$ cat config.mk
export PLATFORM = sky130hd
export DESIGN_NAME = regfile_wb_arbiter
export DESIGN_NICKNAME = d
export VERILOG_FILES = /design/src/rtl/regfile_wb_arbiter_pkg.sv /design/src/rtl/regfile_wb_arbiter_rr_arbiter2.sv /design/src/rtl/regfile_wb_arbiter.sv
export SDC_FILE = /design/constraint.sdc
export NUM_CORES = 1
export LEC_CHECK = 0
export CAP_MARGIN = 10
export CORE_UTILIZATION = 43
export CTS_BUF_LIST = sky130_fd_sc_hd__clkbuf_4 sky130_fd_sc_hd__clkbuf_8 sky130_fd_sc_hd__clkbuf_16
export DETAILED_ROUTE_END_ITERATION = 8
export PLACE_DENSITY = 0.81
export SYNTH_ARGS = -nofsm -noshare
export SYNTH_HDL_FRONTEND = slang
export SYNTH_SLANG_ARGS = --single-unit
$ cat constraint.sdc
create_clock -name clk -period 2.1 [get_ports clk]
set_clock_uncertainty 0.05 [all_clocks]
set_input_delay 0.315 -clock clk [delete_from_list [all_inputs] [get_ports clk]]
set_output_delay 0.315 -clock clk [all_outputs]
set_load 0.02 [all_outputs]
$ cat src/rtl/regfile_wb_arbiter_pkg.sv
// rtl/regfile_wb_arbiter_pkg.sv - shared constants for the regfile writeback arbiter
package regfile_wb_arbiter_pkg;
  localparam int XLEN = 32;
  localparam int AW   = 5;

  localparam logic SRC_ALU = 1'b0;
  localparam logic SRC_MEM = 1'b1;

  localparam int REG_ZERO = 0;
endpackage

$ cat src/rtl/regfile_wb_arbiter_rr_arbiter2.sv
// rtl/regfile_wb_arbiter_rr_arbiter2.sv - two-request round-robin arbiter
module rr_arbiter2
  import regfile_wb_arbiter_pkg::*;
(
  input  logic       clk,
  input  logic       rst_n,
  input  logic [1:0] req,
  output logic [1:0] gnt,
  output logic       gnt_id
);

  logic ptr;

  always_comb begin
    gnt    = '0;
    gnt_id = SRC_ALU;
    if (req[0] && req[1]) begin
      gnt_id = ptr;
    end else if (req[1]) begin
      gnt_id = SRC_MEM;
    end
    gnt[gnt_id] = |req;
  end

  // Loser of this round becomes the preferred source next round.
  always_ff @(posedge clk or negedge rst_n) begin
    if (!rst_n) begin
      ptr <= SRC_ALU;
    end else if (|req) begin
      ptr <= ~gnt_id;
    end
  end

endmodule

$ cat src/rtl/regfile_wb_arbiter.sv
// rtl/regfile_wb_arbiter.sv - shares the regfile write port between ALU and load
// writeback, and tracks pending writes for RAW stalls.
module regfile_wb_arbiter #(
  parameter int XLEN = regfile_wb_arbiter_pkg::XLEN,
  parameter int AW   = regfile_wb_arbiter_pkg::AW
) (
  input  logic              clk,
  input  logic              rst_n,
  input  logic              alu_valid,
  input  logic [AW-1:0]     alu_rd,
  input  logic [XLEN-1:0]   alu_data,
  output logic              alu_ready,
  input  logic              mem_valid,
  input  logic [AW-1:0]     mem_rd,
  input  logic [XLEN-1:0]   mem_data,
  output logic              mem_ready,
  input  logic              iss_valid,
  input  logic [AW-1:0]     iss_rd,
  input  logic [AW-1:0]     rs1,
  input  logic [AW-1:0]     rs2,
  output logic              rs1_busy,
  output logic              rs2_busy,
  output logic              rf_wen,
  output logic [AW-1:0]     rf_rd,
  output logic [XLEN-1:0]   rf_din,
  output logic [2**AW-1:0]  busy_vec
);
  import regfile_wb_arbiter_pkg::*;

  localparam int NREG = 2**AW;

  logic [1:0]      gnt;
  logic            gnt_id;
  logic [AW-1:0]   win_rd;
  logic [XLEN-1:0] win_data;
  logic            win_wr;
  logic [NREG-1:0] set_vec;
  logic [NREG-1:0] clr_vec;
  logic [NREG-1:0] busy_next;

  rr_arbiter2 u_arb (
    .clk    (clk),
    .rst_n  (rst_n),
    .req    ({mem_valid, alu_valid}),
    .gnt    (gnt),
    .gnt_id (gnt_id)
  );

  assign alu_ready = gnt[SRC_ALU];
  assign mem_ready = gnt[SRC_MEM];

  assign win_rd   = (gnt_id == SRC_MEM) ? mem_rd   : alu_rd;
  assign win_data = (gnt_id == SRC_MEM) ? mem_data : alu_data;
  // Writes to x0 are accepted but never reach the regfile or scoreboard.
  assign win_wr   = (|gnt) && (win_rd != AW'(REG_ZERO));

  always_ff @(posedge clk or negedge rst_n) begin
    if (!rst_n) begin
      rf_wen <= 1'b0;
      rf_rd  <= '0;
      rf_din <= '0;
    end else begin
      rf_wen <= win_wr;
      if (win_wr) begin
        rf_rd  <= win_rd;
        rf_din <= win_data;
      end
    end
  end

  always_comb begin
    set_vec = '0;
    clr_vec = '0;
    if (iss_valid && (iss_rd != AW'(REG_ZERO))) begin
      set_vec[iss_rd] = 1'b1;
    end
    if (win_wr) begin
      clr_vec[win_rd] = 1'b1;
    end
    // Set after clear so a same-edge issue keeps the register pending.
    busy_next = (busy_vec & ~clr_vec) | set_vec;
    busy_next[REG_ZERO] = 1'b0;
  end

  always_ff @(posedge clk or negedge rst_n) begin
    if (!rst_n) begin
      busy_vec <= '0;
    end else begin
      busy_vec <= busy_next;
    end
  end

  assign rs1_busy = busy_vec[rs1];
  assign rs2_busy = busy_vec[rs2];

endmodule

==> results by group, run 1 <==
Critical path
  • Worst setup SP type: flop
  • Reg-to-reg endpoint: busy_vec[4]
  • Worst Path Max Fanout: 4
  • Worst setup EP type: primary output
  • Critical path startpoint: busy_vec[22]
  • FF-to-FF setup slack: ~0.18 ns
  • Critical R2R Launch: u_arb.ptr
  • Worst endpoint required time: 1.74 ns
  • CP arrival: about 2.0 ns
  • Worst R2R Path Depth: 5
  • Worst setup endpoint: rs1_busy
  • Critical path class: flop to primary output

Timing
  • Final critical-path required period: 2.31 ns
  • Endpoints failing hold: 0
  • Final Max Slew Viols: 0
  • Measured slew at the worst slew-check pin: 0.545 ns
  • Finish-stage setup viols: 2
  • Setup ws final: -0.212 ns
  • WHS: 0.456 ns
  • Max-slew headroom: 63.7%
  • F_max: 433 MHz
  • RSZ-0062 raised after global routing: true
  • Final period utilization: 110%

Die
  • Num rows: 34
  • Die area: 9650 um^2
  • Die X: 98.2 um
  • Die H: 98.2 um
  • Io pins: 168
  • Starting Density: between 40% and 50%
  • Core region area: approximately 8800 um^2

Route
  • DRT antenna net count: 0
  • Vias: 4093
  • 1st-iter DRT viols: 195
  • Routed vias/inst: 5.56
  • Post-route DRC: 7
  • Total wire length: 12.6 mm
  • Avg WL per Cell: 17.1 um
  • Drt pass-1 iters: 8

Power and ir drop
  • PD cells: 809 nW/um^2
  • Static Leakage: 2.81 nW
  • Final total power: 5.23 mW
  • Maximum VDD drop: 0.451 mV

Layout
  • Fillers: 646
  • P&R area growth vs syn: 62.4%
  • Nets: 717
  • Share of layout cells above drive strength 1: a little under 20%
  • Antenna cells: 0

Synthesis
  • FFs w/ async S/R, synth: 100%
  • Synth Instances: 397
  • Synth warn: 0
  • Post-synthesis simple-gate area fraction: 12.8%
  • Synth Area in Compound Gates: 22.2%
  • Yosys cell types: 53
  • Post-synth EDFFs: 0
  • Post-Synthesis Net Count: roughly 490
  • Ys flop type: dfrtp_1
  • Post-Synth Adder-Cell Area: 0%
  • Synth Area in XOR/XNOR: 0%
  • Largest family of logic cells by synthesized area: compound AO/OA/AOI/OAI gates
  • Post-synthesis mux area share: 16.7%
  • Synth Area per Inst: 10.0 um^2
  • Share of the yosys chip area belonging to registers: 44.0%
  • Syn Std Cell Area: 3980 um^2
  • Synthesized flop and latch total: 70

Clock tree
  • Clock Latency Late Sink: 0.33 ns
  • CTS tree: done
  • CTS buffer count: 9
  • Num Clock Sinks: 70
  • H-tree Lvls: 3
  • CTS root buf: clkbuf_8
  • Max clock buf depth: 2
  • Clock slew at reported path FFs: 0.07 ns

Worst hold path
  • Hold Crit Class: primary input to asynchronous set/reset pin

GRT
  • Gr usage total: between 20% and 30%
  • Largest net degree at the start of global routing: 39
  • Vias in the first global route: 4223
  • Grt ovf: 0
  • Wire length of the first global-routing pass: 20.4 mm
  • Antenna violations before repair: 0

Placement
  • # port buffers: 166
  • Routability cong.: 0.887
  • HPWL after DPL: 10.0 mm

Run status
  • Violated checks: design-rule violations, negative setup slack
  • Outcome: complete, but fails checks

Job
  • Number of max-cap violations: 0
[cell families (layout without fill, tap and decap cells)]
family / Yosys count / count (layout)
AND/OR/NAND/NOR: 98 / 98
buffers and inverters: 27 / 258
AO/OA/AOI/OAI: 142 / 142
multiplexers: 59 / 59
other: 1 / 1
flip-flops: 70 / 70
[cell usage after synthesis, types with 2 or more instances]
library cell / count / area (um^2)
o21ai_0: 58 / 290
nand4_1: 3 / 18.8
o22ai_1: 2 / 12.5
buf_4: 2 / 15.0
o211ai_1: 4 / 30.0
o31ai_1: 8 / 60.1
and3_1: 2 / 12.5
nand2b_1: 4 / 25.0
nand3_1: 15 / 75.1
a22oi_1: 4 / 30.0
nor2_2: 5 / 31.3
a2111oi_0: 2 / 17.5
nor3b_1: 2 / 15.0
mux2i_1: 53 / 531
o21ai_1: 5 / 25.0
buf_2: 7 / 35.0
clkbuf_1: 5 / 18.8
dfrtp_1: 70 / 1750
mux4_2: 6 / 135
nor3_1: 3 / 15.0
a21oi_1: 37 / 185
or3_1: 2 / 12.5
a21boi_0: 2 / 15.0
buf_6: 7 / 78.8
inv_1: 4 / 15.0
nor2b_1: 9 / 56.3
a32o_1: 2 / 20.0
nand2_1: 8 / 30.0
nor2_1: 35 / 131
a21oi_2: 8 / 70.1
[power by group]
group	switching [mW]	internal, mW	leakage [nW]
Clock	0.473	0.621	0.110
Sequential	0.263	1.62	0.825
Combinational	1.06	1.20	1.88
[flip-flops by register name, summed over array words and instances, names as in the netlist]
register   cells
u_arb.ptr      1
busy_vec      31
rf_din        32
rf_wen         1
rf_rd          5
[repair_timing]
action | CTS | global route
setup buffers | 0 | 2
hold buffers | 1 | 0
pin swaps | 1 | 1
hold endpoints to repair | 20 | 0
resized for setup | 16 | 13
endpoints found under the setup margin | 4 | 10
[cell type report]
| cell class | count | area (um^2) | share of cell area (%) |
|---|---|---|---|
| Multi-Input combinational cell | 300 | 2080 | 32.2 |
| Tap cell | 108 | 135 | 2.09 |
| Clock buffer | 12 | 159 | 2.46 |
| Timing Repair Buffer | 236 | 2270 | 35.1 |
| Sequential cell | 70 | 1750 | 27.1 |
| Clock inverter | 4 | 45.0 | 0.696 |
| Inverter | 6 | 26.3 | 0.406 |
[worst max-delay path: stages (launching register included)]
cell and delay, ns:
dfrtp_1 0.42, mux4_2 0.46, mux2i_1 0.15, nor3b_1 0.06, or3_1 0.38, buf_6 0.14
[stage by stage]
| step | instances | worst slack [ns] | area (um^2) | setup TNS, ns | util (%) |
|---|---|---|---|---|---|
| floorplan | 397 | 0.104 | 3980 | 0 | - |
| global placement | 717 | -0.798 | 6220 | -8.36 | 70.3 |
| detailed placement | 717 | -0.840 | 6220 | -11.66 | 70.3 |
| CTS | 734 | -0.229 | 6410 | -0.454 | 72.5 |
| global route | 736 | -0.302 | 6470 | -0.561 | 73.1 |
| finish | 736 | -0.212 | 6470 | -0.397 | 73.1 |
[worst min-delay path by stage]
stage / from / endpoint / slack (ns)
floorplan: rst_n / busy_vec[10] / -0.03
global placement: rst_n / busy_vec[31] / 0.27
detailed placement: rst_n / busy_vec[27] / 0.28
CTS: rst_n / busy_vec[27] / 0.46
global route: rf_din[6] / rf_din[6] / 0.50
finish: rst_n / busy_vec[27] / 0.46
[metal layers]
layer / up-vias / track usage, % / part of all wire [%]
li1: 1926 / - / -
met1: 1938 / 31.2 / 38
met2: 209 / 48.4 / 51
met3: 20 / 5.44 / 8.2
met4: 0 / 10.9 / 2.2
met5: - / 0 / 0
[cell usage in the layout, fill, tap and decap left out, types with 3 or more instances in the layout]
master	synthesis	routed
nand2_1	8	7
nand3_1	15	15
o31ai_1	8	8
nand4_1	3	3
inv_1	4	4
clkbuf_8	0	11
a22oi_1	4	4
a21oi_1	37	37
dfrtp_1	70	70
o21ai_0	58	58
dlygate4sd2_1	0	8
mux2i_1	53	53
clkinv_2	0	3
nor2_2	5	5
nor2b_1	9	9
buf_4	2	62
mux4_2	6	6
nor2_1	35	35
nand2b_1	4	4
buf_12	0	7
o21ai_1	5	5
a21oi_2	8	8
o211ai_1	4	4
clkdlybuf4s50_1	0	154
(Power assumes the default switching activity.)
==> inputs of run 2 (changes only) <==
CTS_CLUSTER_SIZE = 30   (was default)
SLEW_MARGIN = 5   (was default)
==> results of run 2 <==
Same layout as run 1: the final DEF is identical, and so are final timing and power.
